File: src/rtl/dvi_pkg.sv
// Shared types and constants for the DVI TMDS raster sequencer and its axis counters.
package dvi_pkg;

    localparam int unsigned CNT_W   = 12;
    localparam int unsigned CNT_MAX = 4096;

    typedef enum logic [1:0] {
        ST_ACT  = 2'd0,
        ST_FP   = 2'd1,
        ST_SYNC = 2'd2,
        ST_BP   = 2'd3
    } axis_st_e;

    localparam logic [7:0] BLANK_DATA = 8'h00;
    localparam logic [9:0] BLANK_IDLE = 10'h000;

    // Blanking word for the blue channel: control bits {c1, c0} = {vs, hs}.
    function automatic logic [9:0] ctrl_word(input logic vs, input logic hs);
        return {vs, hs, BLANK_DATA};
    endfunction

endpackage

File: src/rtl/dvi_tmds_sequencer_if.sv
// Pixel-source and encoder-side bundle of the DVI TMDS sequencer.
interface dvi_tmds_sequencer_if;

    logic        enable;
    logic [7:0]  pix_r;
    logic [7:0]  pix_g;
    logic [7:0]  pix_b;
    logic        pix_req;
    logic [9:0]  ch0_in;
    logic        ch0_de;
    logic [9:0]  ch1_in;
    logic        ch1_de;
    logic [9:0]  ch2_in;
    logic        ch2_de;
    logic        line_start;
    logic        frame_start;
    logic [15:0] frame_cnt;

    modport master (
        input  enable, pix_r, pix_g, pix_b,
        output pix_req, ch0_in, ch0_de, ch1_in, ch1_de, ch2_in, ch2_de,
        output line_start, frame_start, frame_cnt
    );

    modport slave (
        output enable, pix_r, pix_g, pix_b,
        input  pix_req, ch0_in, ch0_de, ch1_in, ch1_de, ch2_in, ch2_de,
        input  line_start, frame_start, frame_cnt
    );

endinterface

File: src/rtl/dvi_axis_cnt.sv
// One raster axis: position counter plus ACT/FP/SYNC/BP state, advancing on i_step.
module dvi_axis_cnt
    import dvi_pkg::*;
#(
    parameter int unsigned ACT_LEN  = 640,
    parameter int unsigned FP_LEN   = 16,
    parameter int unsigned SYNC_LEN = 96,
    parameter int unsigned BP_LEN   = 48
) (
    input  logic             clk,
    input  logic             rst_n,
    input  logic             i_clr,
    input  logic             i_step,
    output logic [CNT_W-1:0] o_cnt,
    output axis_st_e         o_state,
    output axis_st_e         o_state_d,
    output logic             o_wrap
);

    localparam int unsigned TOTAL = ACT_LEN + FP_LEN + SYNC_LEN + BP_LEN;

    localparam logic [CNT_W-1:0] ACT_END  = CNT_W'(ACT_LEN - 1);
    localparam logic [CNT_W-1:0] FP_END   = CNT_W'(ACT_LEN + FP_LEN - 1);
    localparam logic [CNT_W-1:0] SYNC_END = CNT_W'(ACT_LEN + FP_LEN + SYNC_LEN - 1);
    localparam logic [CNT_W-1:0] LAST     = CNT_W'(TOTAL - 1);

    if (TOTAL > CNT_MAX || SYNC_LEN == 0 || ACT_LEN == 0) begin : g_param_check
        $error("dvi_axis_cnt: total exceeds counter range or zero-length ACT/SYNC");
    end

    logic [CNT_W-1:0] r_cnt;
    logic [CNT_W-1:0] w_cnt_d;
    axis_st_e         r_state;
    axis_st_e         w_state_d;
    logic             w_last;

    assign w_last = (r_cnt == LAST);

    // Zero-width FP/BP are skipped by jumping straight to the following state.
    always_comb begin
        w_cnt_d   = r_cnt;
        w_state_d = r_state;
        if (i_clr) begin
            w_cnt_d   = '0;
            w_state_d = ST_ACT;
        end else if (i_step) begin
            w_cnt_d = w_last ? '0 : r_cnt + 1'b1;
            case (r_state)
                ST_ACT:  if (r_cnt == ACT_END)  w_state_d = (FP_LEN != 0) ? ST_FP : ST_SYNC;
                ST_FP:   if (r_cnt == FP_END)   w_state_d = ST_SYNC;
                ST_SYNC: if (r_cnt == SYNC_END) w_state_d = (BP_LEN != 0) ? ST_BP : ST_ACT;
                ST_BP:   if (w_last)            w_state_d = ST_ACT;
                default:                        w_state_d = ST_ACT;
            endcase
        end
    end

    always_ff @(posedge clk or negedge rst_n) begin
        if (!rst_n) begin
            r_cnt   <= '0;
            r_state <= ST_ACT;
        end else begin
            r_cnt   <= w_cnt_d;
            r_state <= w_state_d;
        end
    end

    assign o_cnt     = r_cnt;
    assign o_state   = r_state;
    assign o_state_d = w_state_d;
    assign o_wrap    = i_step && w_last;

endmodule

File: src/rtl/dvi_tmds_sequencer.sv
// DVI raster timing and TMDS encoder-input sequencer (pixel clock domain).
// Optional frame counter enabled by defining DVI_TMDS_SEQ_FRAME_CNT_EN.
module dvi_tmds_sequencer
    import dvi_pkg::*;
#(
    parameter int unsigned H_ACTIVE  = 640,
    parameter int unsigned H_FP      = 16,
    parameter int unsigned H_SYNC    = 96,
    parameter int unsigned H_BP      = 48,
    parameter int unsigned V_ACTIVE  = 480,
    parameter int unsigned V_FP      = 10,
    parameter int unsigned V_SYNC    = 2,
    parameter int unsigned V_BP      = 33,
    parameter bit          HSYNC_POL = 1'b0,
    parameter bit          VSYNC_POL = 1'b0
) (
    input  logic                  clk,
    input  logic                  rst_n,
    dvi_tmds_sequencer_if.master  bus
);

    logic             r_run;
    logic             r_pix_req;
    logic             r_de;
    logic             r_line_start;
    logic             r_frame_start;
    logic [9:0]       r_ch0_in;
    logic [9:0]       r_ch1_in;
    logic [9:0]       r_ch2_in;

    logic [CNT_W-1:0] w_h_cnt;
    logic [CNT_W-1:0] w_v_cnt;
    axis_st_e         w_h_state;
    axis_st_e         w_h_state_d;
    axis_st_e         w_v_state;
    axis_st_e         w_v_state_d;
    logic             w_h_wrap;
    logic             w_v_wrap;
    logic             w_clr;
    logic             w_hs;
    logic             w_vs;
    logic             w_act_d;

    assign w_clr = ~bus.enable;

    // Counters hold at origin for the first enabled cycle so h=0/v=0 is shown once.
    dvi_axis_cnt #(
        .ACT_LEN  (H_ACTIVE),
        .FP_LEN   (H_FP),
        .SYNC_LEN (H_SYNC),
        .BP_LEN   (H_BP)
    ) u_h_axis (
        .clk       (clk),
        .rst_n     (rst_n),
        .i_clr     (w_clr),
        .i_step    (r_run),
        .o_cnt     (w_h_cnt),
        .o_state   (w_h_state),
        .o_state_d (w_h_state_d),
        .o_wrap    (w_h_wrap)
    );

    dvi_axis_cnt #(
        .ACT_LEN  (V_ACTIVE),
        .FP_LEN   (V_FP),
        .SYNC_LEN (V_SYNC),
        .BP_LEN   (V_BP)
    ) u_v_axis (
        .clk       (clk),
        .rst_n     (rst_n),
        .i_clr     (w_clr),
        .i_step    (w_h_wrap),
        .o_cnt     (w_v_cnt),
        .o_state   (w_v_state),
        .o_state_d (w_v_state_d),
        .o_wrap    (w_v_wrap)
    );

    assign w_hs    = (w_h_state == ST_SYNC) ? HSYNC_POL : ~HSYNC_POL;
    assign w_vs    = (w_v_state == ST_SYNC) ? VSYNC_POL : ~VSYNC_POL;
    assign w_act_d = bus.enable && (w_h_state_d == ST_ACT) && (w_v_state_d == ST_ACT);

    always_ff @(posedge clk or negedge rst_n) begin
        if (!rst_n) begin
            r_run         <= 1'b0;
            r_pix_req     <= 1'b0;
            r_de          <= 1'b0;
            r_line_start  <= 1'b0;
            r_frame_start <= 1'b0;
            r_ch0_in      <= ctrl_word(~VSYNC_POL, ~HSYNC_POL);
            r_ch1_in      <= BLANK_IDLE;
            r_ch2_in      <= BLANK_IDLE;
        end else begin
            r_run         <= bus.enable;
            r_pix_req     <= w_act_d;
            r_de          <= r_pix_req;
            r_line_start  <= r_run && (w_h_cnt == '0);
            r_frame_start <= r_run && (w_h_cnt == '0) && (w_v_cnt == '0);
            if (r_pix_req) begin
                r_ch0_in <= {2'b00, bus.pix_b};
                r_ch1_in <= {2'b00, bus.pix_g};
                r_ch2_in <= {2'b00, bus.pix_r};
            end else begin
                r_ch0_in <= ctrl_word(w_vs, w_hs);
                r_ch1_in <= BLANK_IDLE;
                r_ch2_in <= BLANK_IDLE;
            end
        end
    end

`ifdef DVI_TMDS_SEQ_FRAME_CNT_EN
    logic [15:0] r_frame_cnt;

    always_ff @(posedge clk or negedge rst_n) begin
        if (!rst_n) begin
            r_frame_cnt <= 16'h0000;
        end else if (bus.enable && w_v_wrap) begin
            r_frame_cnt <= r_frame_cnt + 16'd1;
        end
    end

    assign bus.frame_cnt = r_frame_cnt;
`else
    logic w_unused_v_wrap;
    assign w_unused_v_wrap = w_v_wrap;
    assign bus.frame_cnt   = 16'h0000;
`endif

    assign bus.pix_req     = r_pix_req;
    assign bus.ch0_in      = r_ch0_in;
    assign bus.ch1_in      = r_ch1_in;
    assign bus.ch2_in      = r_ch2_in;
    assign bus.ch0_de      = r_de;
    assign bus.ch1_de      = r_de;
    assign bus.ch2_de      = r_de;
    assign bus.line_start  = r_line_start;
    assign bus.frame_start = r_frame_start;

endmodule

File: src/flat_wrapper.sv
// flat-port wrapper written by rule: the top's interface ports become plain ports
module dvi_tmds_sequencer_flat import dvi_pkg::*;
#(
    parameter int unsigned H_ACTIVE  = 640,
    parameter int unsigned H_FP      = 16,
    parameter int unsigned H_SYNC    = 96,
    parameter int unsigned H_BP      = 48,
    parameter int unsigned V_ACTIVE  = 480,
    parameter int unsigned V_FP      = 10,
    parameter int unsigned V_SYNC    = 2,
    parameter int unsigned V_BP      = 33,
    parameter bit          HSYNC_POL = 1'b0,
    parameter bit          VSYNC_POL = 1'b0
)
  (clk, rst_n, bus_enable, bus_pix_r, bus_pix_g, bus_pix_b, bus_pix_req, bus_ch0_in, bus_ch0_de, bus_ch1_in, bus_ch1_de, bus_ch2_in, bus_ch2_de, bus_line_start, bus_frame_start, bus_frame_cnt);
  dvi_tmds_sequencer_if bus_i ();
  input  logic clk;
  input  logic rst_n;
  input wire logic [$bits(bus_i.enable)-1:0] bus_enable;
  input wire logic [$bits(bus_i.pix_r)-1:0] bus_pix_r;
  input wire logic [$bits(bus_i.pix_g)-1:0] bus_pix_g;
  input wire logic [$bits(bus_i.pix_b)-1:0] bus_pix_b;
  output wire logic [$bits(bus_i.pix_req)-1:0] bus_pix_req;
  output wire logic [$bits(bus_i.ch0_in)-1:0] bus_ch0_in;
  output wire logic [$bits(bus_i.ch0_de)-1:0] bus_ch0_de;
  output wire logic [$bits(bus_i.ch1_in)-1:0] bus_ch1_in;
  output wire logic [$bits(bus_i.ch1_de)-1:0] bus_ch1_de;
  output wire logic [$bits(bus_i.ch2_in)-1:0] bus_ch2_in;
  output wire logic [$bits(bus_i.ch2_de)-1:0] bus_ch2_de;
  output wire logic [$bits(bus_i.line_start)-1:0] bus_line_start;
  output wire logic [$bits(bus_i.frame_start)-1:0] bus_frame_start;
  output wire logic [$bits(bus_i.frame_cnt)-1:0] bus_frame_cnt;
  assign bus_i.enable = bus_enable;
  assign bus_i.pix_r = bus_pix_r;
  assign bus_i.pix_g = bus_pix_g;
  assign bus_i.pix_b = bus_pix_b;
  assign bus_pix_req = bus_i.pix_req;
  assign bus_ch0_in = bus_i.ch0_in;
  assign bus_ch0_de = bus_i.ch0_de;
  assign bus_ch1_in = bus_i.ch1_in;
  assign bus_ch1_de = bus_i.ch1_de;
  assign bus_ch2_in = bus_i.ch2_in;
  assign bus_ch2_de = bus_i.ch2_de;
  assign bus_line_start = bus_i.line_start;
  assign bus_frame_start = bus_i.frame_start;
  assign bus_frame_cnt = bus_i.frame_cnt;
  dvi_tmds_sequencer #(.H_ACTIVE(H_ACTIVE), .H_FP(H_FP), .H_SYNC(H_SYNC), .H_BP(H_BP), .V_ACTIVE(V_ACTIVE), .V_FP(V_FP), .V_SYNC(V_SYNC), .V_BP(V_BP), .HSYNC_POL(HSYNC_POL), .VSYNC_POL(VSYNC_POL)) u_core (.clk(clk), .rst_n(rst_n), .bus(bus_i));
endmodule
File: config.mk
export PLATFORM = sky130hd
export DESIGN_NAME = dvi_tmds_sequencer_flat
export DESIGN_NICKNAME = d
export VERILOG_FILES = /design/src/rtl/dvi_pkg.sv /design/src/rtl/dvi_tmds_sequencer_if.sv /design/src/rtl/dvi_axis_cnt.sv /design/src/rtl/dvi_tmds_sequencer.sv /design/src/flat_wrapper.sv
export SDC_FILE = /design/constraint.sdc
export NUM_CORES = 1
export LEC_CHECK = 0
export ABC_AREA = 1
export CORE_MARGIN = 4
export CORE_UTILIZATION = 57
export CTS_BUF_LIST = sky130_fd_sc_hd__clkbuf_8
export DETAILED_ROUTE_END_ITERATION = 8
export DONT_BUFFER_PORTS = 1
export GPL_ROUTABILITY_DRIVEN = 0
export PLACE_DENSITY = 0.72
export SYNTH_ARGS = -nofsm -noshare
export SYNTH_HDL_FRONTEND = slang
export SYNTH_SLANG_ARGS = --single-unit
File: constraint.sdc
create_clock -name clk -period 2.1 [get_ports clk]
set_input_delay 0.42 -clock clk [delete_from_list [all_inputs] [get_ports clk]]
set_output_delay 0.42 -clock clk [all_outputs]
set_load 0.01 [all_outputs]
### Word level (Yosys, flattened, before mapping)

Index checks and enable logic that the tools add are counted.
W data, S select, Z words.

| word-level totals | value |
|---|---|
| register bits | 59 |
| bits of input ports | 27 |
| output and inout bits | 52 |
| logic and storage cells | 66 |

| operators by class | value |
|---|---|
| add/sub/neg operators | 2 |
| equality and inequality tests | 16 |
| mux-type cells | 25 |
| reduce and logical (&&, ||, !) cells | 11 |

Operator list:

| cell | number |
|---|---|
| $mux W12 | 6 |
| $eq A12 B10 Y1 const B | 5 |
| $eq A12 B9 Y1 const B | 3 |
| $add A12 B1 Y12 const B | 2 |
| $logic_not A12 Y1 | 2 |
| $mux W2 | 12 |
| $mux W8 | 2 |
| $pmux W2 S4 | 2 |
| $mux W10 | 1 |
| $eq A2 B2 Y1 const B | 4 |
| $logic_not A2 Y1 | 4 |
| $logic_and A1 B1 Y1 | 5 |
| $eq A2 B1 Y1 const B | 2 |
| $ne A2 B1 Y1 const B | 2 |
| $mux W1 | 2 |

### Depth between registers and ports, before layout

Gate-level depths: netlist (run 1).

| logic depth | value |
|---|---|
| word-level depth | 8 |
| mapped depth | 14 |

### Hierarchy

From an unflattened synthesis (run 1), not the netlist that was laid out.

| second synthesis, totals | value |
|---|---|
| cell total of the unflattened synthesis | 399 |
| area, all modules | 3175.5 µm² |

Modules (own cells, without submodules):

| module | instances | cells each | area an instance (µm²) |
|---|---|---|---|
| dvi_tmds_sequencer | 1 | 138 | 1280.0 |
| dvi_axis_cnt (u_core.u_v_axis) | 1 | 134 | 968.4 |
| dvi_axis_cnt (u_core.u_h_axis) | 1 | 127 | 927.1 |

### Least setup slack after synthesis (run 1)

Ideal clock, no wire load.

| path | value |
|---|---|
| path type | reg-to-reg |
| start | register u_core.u_v_axis.r_cnt[0], in the netlist u_core.u_v_axis.o_cnt[0] |
| end | register u_core.r_pix_req, in the netlist u_core.bus.pix_req |
| data arrival time | 1.414 ns |
| required time | 2.029 ns |
| path slack | 0.615 ns |
| stages on the path, launching flop included | 11 |
| clock period less this slack | 1.485 ns |
| path through | dfrtp_1 > inv_1 > ha_1 > nand2_1 > nor2_1 > nand3_1 > o21ai_0 > nand2_2 > nand2_2 > nand2_1 > nor2_1 |

| on the way | value |
|---|---|
| word-level cells in the longest chain between the ends | 7 |
| elaborated cells between the ends (all ways) | 13 |
| those cells by class | eq/ne (4); mux (7); reduce/logical (2) |

Ends and longest elaborated chain:

| what | RTL line | source |
|---|---|---|
| start: declaration | dvi_axis_cnt.sv:31 | `logic [CNT_W-1:0] r_cnt;` |
| start signal: assignment | dvi_axis_cnt.sv:63 | `r_cnt <= w_cnt_d;` |
| $eq A12 B10 Y1 (tied with other cells) | dvi_axis_cnt.sv:37 | `assign w_last = (r_cnt == LAST);` |
| $mux W2 (on tied branches) | - |  |
| $pmux W2 S4 (*) | dvi_axis_cnt.sv:48 | `case (r_state)` |
| $mux W2 (*) | dvi_axis_cnt.sv:46 | `end else if (i_step) begin` |
| $mux W2 (*) | dvi_axis_cnt.sv:43 | `if (i_clr) begin` |
| $logic_not A2 Y1 (*) | dvi_tmds_sequencer.sv:81 | `assign w_act_d = bus.enable && (w_h_state_d == ST_ACT) && (w_v_state_d == ST_ACT);` |
| $logic_and A1 B1 Y1 (*) | dvi_tmds_sequencer.sv:81 |  |
| via u_core.w_act_d | dvi_tmds_sequencer.sv:42 | `logic w_act_d;` |
| end signal: assignment | dvi_tmds_sequencer.sv:95 | `r_pix_req <= w_act_d;` |
| end: declaration | dvi_tmds_sequencer.sv:23 | `logic r_pix_req;` |

The timed path passes the listed nets; every way through them passes the cells marked *.
A chain may end at the register's enable or synchronous reset.

### Worst setup path in the final report (run 1)

| path | value |
|---|---|
| start | register u_core.u_h_axis.r_cnt[0], in the netlist u_core.u_h_axis.o_cnt[0] |
| end | register u_core.r_pix_req, in the netlist u_core.bus.pix_req |

| on the way | value |
|---|---|
| word-level cells in the longest chain between the ends | 8 |
| elaborated cells between the ends (all ways) | 18 |
| those cells by class | eq/ne (4); mux (9); reduce/logical (5) |

Ends and longest elaborated chain:

| what | RTL line |
|---|---|
| start: declaration | dvi_axis_cnt.sv:31 |
| start signal: assignment | dvi_axis_cnt.sv:63 |
| $eq A12 B10 Y1 (on tied branches) | - |
| $mux W2 (on tied branches) | - |
| $pmux W2 S4 | dvi_axis_cnt.sv:48 |
| $mux W2 | dvi_axis_cnt.sv:46 |
| $mux W2 | dvi_axis_cnt.sv:43 |
| $logic_not A2 Y1 | dvi_tmds_sequencer.sv:81 |
| $logic_and A1 B1 Y1 | dvi_tmds_sequencer.sv:81 |
| $logic_and A1 B1 Y1 (*) | dvi_tmds_sequencer.sv:81 |
| via u_core.w_act_d | dvi_tmds_sequencer.sv:42 |

Marked as above.

==> summary.md, run 1 <==
| Metric | Value |
|---|---|
| Top FF cell, synth | `dfrtp_1` |
| Cells after synthesis | `387` |
| Power, Total | `2.50 mW` |
| Worst Tran Pin Value | `544 ps` |
| Cell row count | `26` |
| Setup ws final | `348 ps` |
| DP Worst Slack | `367 ps` |
| IO Port Bufs | `0` |
| Origin of the critical flop-to-flop path | `u_core.u_h_axis.o_cnt[0]$_DFFE_PN0P_` |
| Fmax achieved | `571 MHz` |
| Initial antenna violation count | `0` |
| Post-Syn Area | `3070 um^2` |
| CP max FO | `20` |
| Hold buffer count at CTS | `2` |
| Clk Tree Root Cell | `clkbuf_8` |
| Clock Latency Late Sink | `330 ps` |
| RSZ-0062 raised after global routing | `false` |
| Peak supply drop | `0.472 mV` |
| # diodes | `0` |
| Final count of hold timing violations | `0` |
| Post-synthesis cell type count | `35` |
| Top-count cell post-synth | `nand2_1` |
| Fin Setup TNS | `0 ps` |
| Nature of the critical path endpoint | `register` |
| Fin area | `3300 um^2` |
| Layout cell share with drive strength beyond 1 | `0.0859` |
| Initial Util | `0.594` |
| CTS Buf Count | `9` |
| DR pass1 iterations | `4` |
| Worst setup SP type | `register` |
| Fillers | `440` |
| PD cells | `760 nW/um^2` |
| DIE HEIGHT | `81.4 um` |
| Resized cells post-CTS | `0` |
| Post-synth top area cell | `dfrtp_1` |
| Nets | `423` |
| Core Region | `5170 um^2` |
| Synth top area share | `0.465` |
| I/O Pins | `79` |
| CTS clk-pin slew, worst paths | `60 ps` |
| Post-synthesis sequential area ratio | `0.482` |
| Asr flop ratio synth | `1.00` |
| CP endpoint | `u_core.bus.pix_req$_DFF_PN0_` |
| Outcome | `finished, final reports clean` |
| Most frequent cells after synthesis | `nand2_1, inv_1, dfrtp_1` |
| Critical Path AT | `2010 ps` |
| Area Overhead vs Synth | `7.38%` |
| Worst min-delay path class | `in2reg` |
| Max_cap viols | `0` |
| Vias in the first global route | `2195` |
| DR iter-0 viols | `157` |
| Vias per inst | `5.07` |
| Yosys Warn Count | `0` |
| Largest net degree at the start of global routing | `60` |
| CTS max path bufs | `2` |
| Dpl hpwl | `4590 um` |
| Area post-placement | `3030 um^2` |
| Setup violators final | `0` |
| Antenna Nets Post-Route | `0` |
| Critical path class | `reg2reg` |
| H-tree Lvls | `3` |
| CTS tree | `done` |
| Mean post-synth cell area | `7.93 um^2` |
| FF-to-FF End | `u_core.bus.pix_req$_DFF_PN0_` |
| LEAKAGE | `1.74 nW` |
| Post-route DRC | `0` |
| Total grt overflow | `0` |
| Overall global routing resource usage | `0.206` |
| Global-route wire length before repair | `10400 um` |
| Synth area leaders | `dfrtp_1, nand2_1, inv_1` |
| Sink Count | `59` |
| Vias | `2363` |
| Post-Route WL | `6350 um` |
| Fin Clk Skew | `7.60 ps` |
| R2r worst-path depth | `11` |
| Post-synth EDFFs | `0` |
| Max-slew headroom | `0.635` |
| Avg WL per Cell | `13.6 um` |
| Worst R2R Setup Slack | `350 ps` |
| Horiz. Die Dim | `81.4 um` |
| CP startpoint | `u_core.u_h_axis.o_cnt[0]$_DFFE_PN0P_` |
| #FFs+latches synth | `59` |
| Post-CTS Setup Bufs | `0` |
| Tcrit/Tclk final | `0.834` |
| Final slew viol count | `0` |
| Die area | `6630 um^2` |
| Area of the multi-input gates | `1210 um^2` |
| Req. time, crit path | `2360 ps` |
| Minimum clock period | `1750 ps` |
| FF/Latch Area | `1480 um^2` |
[kinds of logic (layout without fill, tap and decap cells)]
family	Yosys count	count (layout)	synth area share
compound gates	31	31	0.0566
xor+xnor	6	6	0.0171
fa+ha+maj	5	5	0.0204
buf+inv	96	86	0.148
flops	59	59	0.482
other cells	1	20	0.00122
simple gates	189	189	0.275
[per-stage QoR]
stage / hold slack (ps) / utilization / std cells
after global routing: 101 / 0.637 / 466
after detailed placement: 126 / 0.586 / 448
after global placement: 126 / 0.586 / 448
after CTS: 106 / 0.637 / 466
final: 124 / 0.637 / 466
after floorplan: 124 / - / 406
[where the power goes]
group          total, mW  switching, mW  internal (mW)
logic              0.134         0.0972         0.0366
registers           1.22         0.0432           1.18
clock network       1.15          0.450          0.700
[critical path, cell delays in order (launching register included)]
cell and delay, ps:
dfrtp_1 380, ha_1 220, nand3_2 120, nor2_1 150, nand2_2 100, nand2_4 80
nand2_4 60, inv_2 290, nand2_2 80, nand2_2 70, nand2_1 40, nor2_1 90
[per-layer routing]
layer / global-route usage / vias up / routed length, um
met5: 0 / - / 0
met4: 0.0963 / 0 / 123
met3: 0.0432 / 15 / 354
met2: 0.328 / 81 / 3210
met1: 0.268 / 1100 / 2670
li1: - / 1167 / -
[how the worst min path moves through the flow]
stage                     depth (start not counted)                                     to  slack (ps)        from
final                                             0                 u_core.r_run$_DFF_PN0_         120  bus_enable
after global routing                              0                 u_core.r_run$_DFF_PN0_         100  bus_enable
after CTS                                         0                 u_core.r_run$_DFF_PN0_         110  bus_enable
after detailed placement                          0  u_core.u_h_axis.o_cnt[11]$_DFFE_PN0P_         130       rst_n
after global placement                            0   u_core.u_h_axis.o_cnt[8]$_DFFE_PN0P_         130       rst_n
after floorplan                                   0            u_core.bus.ch0_de$_DFF_PN0_         120       rst_n
[state kept, by name, summed over array words and instances (netlist names)]
signal,count
u_core.bus.ch0_de,1
u_core.u_h_axis.o_cnt,12
u_core.bus.ch2_in,8
u_core.bus.ch1_in,8
u_core.u_v_axis.o_cnt,12
u_core.bus.line_start,1
u_core.r_run,1
u_core.u_h_axis.o_state,2
u_core.u_v_axis.o_state,2
u_core.bus.ch0_in,10
u_core.bus.frame_start,1
u_core.bus.pix_req,1
[placed cells by master (no fill, tap or decap), types with 3 or more instances in the layout]
master and n:
nand2_1 91, inv_1 64, dfrtp_1 57, nor2_1 43, conb_1 20, nand3_1 19
o21ai_0 14, nand4_1 11, clkbuf_8 10, nor3_1 8, a21oi_1 7, xor2_1 5
ha_1 5, inv_2 3, nand2_2 3, nor4_1 3, o22ai_1 3
[cell type report]
type                       instances  share of cell area
clock buffer                      10              0.0417
clock inverter                     6              0.0269
inverter                          67              0.0763
multi-input combinational        251               0.366
sequential                        59               0.449
tap                               70              0.0266
timing repair buffer               3              0.0137
Note: power is estimated with default switching activity, not from simulation.
==> run 2, diff against run 1 <==
Settings changed: PLACE_DENSITY 0.72 to 0.75.
Clock period 2.1 ns to 1.6 ns, I/O delays scaled along.
==> run 2 against run 1 <==
Net effect: the run now ends with negative hold slack left; non-clock buffer count rose by 19; die area did not move; clock power rose by 18%; fmax grew 12%; critical path type unchanged; first-iteration DRC count grew 29%; global-route usage rose by 0.20 points; via count up 4.9%; power is 25% higher; worst setup slack lost 310 ps; utilization increased by 3.2 points.
==> summary.md, run 2 (synthesized netlist as in run 1, its figures left out) <==
| Metric | Value |
|---|---|
| Outcome | `finished with violations` |
| Violated checks | `negative hold slack` |
| Critical Path AT | `1800 ps` |
| Post-Route WL | `6740 um` |
| Vias | `2479` |
| PD cells | `903 nW/um^2` |
| Final cell count without fillers | `485` |
| CP max FO | `4` |
| Post-route DRC | `0` |
| Vias in the first global route | `2308` |
| Minimum clock period | `1560 ps` |
| Final count of hold timing violations | `59` |
| Global-route wire length before repair | `10400 um` |
| Clock Latency Late Sink | `340 ps` |
| Commonest non-fill, non-tap cell in the layout | `nand2_1` |
| Tcrit/Tclk final | `0.977` |
| Fillers | `409` |
| CTS Buf Count | `9` |
| Setup violators final | `0` |
| Cells along the critical path | `ha_4 > nand3_2 > nor2_2 > nand2_2 > nor2_4 > buf_4 > nand4_1 > o21ai_0` |
| Critical path class | `reg2reg` |
| Largest net degree at the start of global routing | `60` |
| Nets | `442` |
| Antenna Nets Post-Route | `0` |
| Peak per-stage delay on the critical path | `410 ps` |
| DIE HEIGHT | `81.4 um` |
| Vias per inst | `5.11` |
| Horiz. Die Dim | `81.4 um` |
| Hold buffer count at CTS | `1` |
| CTS max path bufs | `2` |
| Layout cell share with drive strength beyond 1 | `0.166` |
| Area post-placement | `3160 um^2` |
| DR iter-0 viols | `202` |
| Initial antenna violation count | `0` |
| Peak supply drop | `0.661 mV` |
| FF/Latch Area | `1480 um^2` |
| I/O Pins | `79` |
| Most frequent cells in the layout | `nand2_1, inv_1, dfrtp_1` |
| Clk Tree Root Cell | `clkbuf_8` |
| Core Region | `5170 um^2` |
| Initial Util | `0.594` |
| Fmax achieved | `640 MHz` |
| IO Port Bufs | `0` |
| CTS clk-pin slew, worst paths | `70 ps` |
| Nature of the critical path endpoint | `register` |
| Fin area | `3460 um^2` |
| Avg WL per Cell | `13.9 um` |
| Area of the multi-input gates | `1270 um^2` |
| Inst Count DP | `465` |
| Sink Count | `59` |
| Die area | `6630 um^2` |
| H-tree Lvls | `3` |
| Area Overhead vs Synth | `12.8%` |
| Overall global routing resource usage | `0.208` |
| Post-layout util | `0.670` |
| DR pass1 iterations | `5` |
| Max_cap viols | `0` |
| Req. time, crit path | `1840 ps` |
| Dpl hpwl | `4780 um` |
| Worst setup SP type | `register` |
| Fin Clk Skew | `9.81 ps` |
| Final hold slack | `-333 ps` |
| Final slew viol count | `0` |
| Worst-path cell with the longest stage delay | `dfrtp_1` |
| R2r worst-path depth | `8` |
| CTS tree | `done` |
| Worst min-delay path class | `in2async` |
| # diodes | `0` |
| LEAKAGE | `1.81 nW` |
| Total grt overflow | `0` |
| Cell row count | `26` |
run 2: cell count changes in the layout (fill, tap and decap cells not counted), sizes merged:
cell	before	now
buf	2	21
clkbuf	10	9
inv	67	69
bufinv	2	1
run 2: path summary, 6_finish.rpt:
path / startpoint / to / slack, ps
max in group asynchronous: rst_n / u_core.bus.ch0_in[9]$_DFF_PN1_ / 1740
min: rst_n / u_core.bus.ch0_in[1]$_DFF_PN0_ / -330
min in group clk: bus_pix_b[7] / u_core.bus.ch0_in[7]$_DFF_PN0_ / 80
max: u_core.u_h_axis.o_cnt[1]$_DFFE_PN0P_ / u_core.u_v_axis.o_cnt[11]$_DFFE_PN0P_ / 40
max reg2reg: u_core.u_h_axis.o_cnt[1]$_DFFE_PN0P_ / u_core.u_v_axis.o_cnt[11]$_DFFE_PN0P_ / 40
min reg2reg: u_core.u_v_axis.o_state[1]$_DFF_PN0_ / u_core.bus.ch0_in[9]$_DFF_PN1_ / 500
run 2: what timing repair did:
action / 4_1_cts / 5_1_grt
setup buffers: 0 / 3
gates cloned: 0 / 0
setup endpoints to repair: 8 / 22
resized for setup: 2 / 21
endpoints found under the hold margin: 60 / 59
pin swaps: 0 / 1
run 2: final cells by class:
cell class,instances,area share
flip-flops and latches,59,0.427
multi-input cells,251,0.367
inverters,67,0.0741
repair buffers,22,0.0484
clock buffers,9,0.0358
well taps,70,0.0253
clock inverters,7,0.0220
run 2: metrics by stage:
step	total power [mW]	worst slack (ps)	setup TNS, ps	hold slack [ps]
finish	3.13	37.1	0	-333
global route	3.26	-38.0	-99.4	-358
CTS	3.16	33.2	0	-353
detailed placement	1.78	-33.1	-46.6	26.1
global placement	1.77	13.7	0	26.3
floorplan	1.78	115	0	24.4
run 2: per-layer routing:
metal / vias to the layer above / GRT usage / part of all wire
met5: - / 0 / 0
met1: 1157 / 0.259 / 0.40
met2: 98 / 0.330 / 0.51
met3: 15 / 0.0610 / 0.072
li1: 1209 / - / -
met4: 0 / 0.101 / 0.023
run 2: worst max-delay path: cells and delay by family, from the launching register on:
| kind | cells | cell delay (ps) |
|---|---|---|
| flip-flops | 1 | 410 |
| buffers and inverters | 1 | 160 |
| AO/OA/AOI/OAI | 1 | 100 |
| AND/OR/NAND/NOR | 5 | 620 |
| adder cells (fa/ha/maj) | 1 | 160 |
run 2: power breakdown:
part | total (mW) | internal, mW | switching [mW] | leakage, nW
Clock | 1.36 | 0.728 | 0.630 | 0.0962
Combinational | 0.168 | 0.0568 | 0.111 | 0.938
Sequential | 1.60 | 1.55 | 0.0555 | 0.780
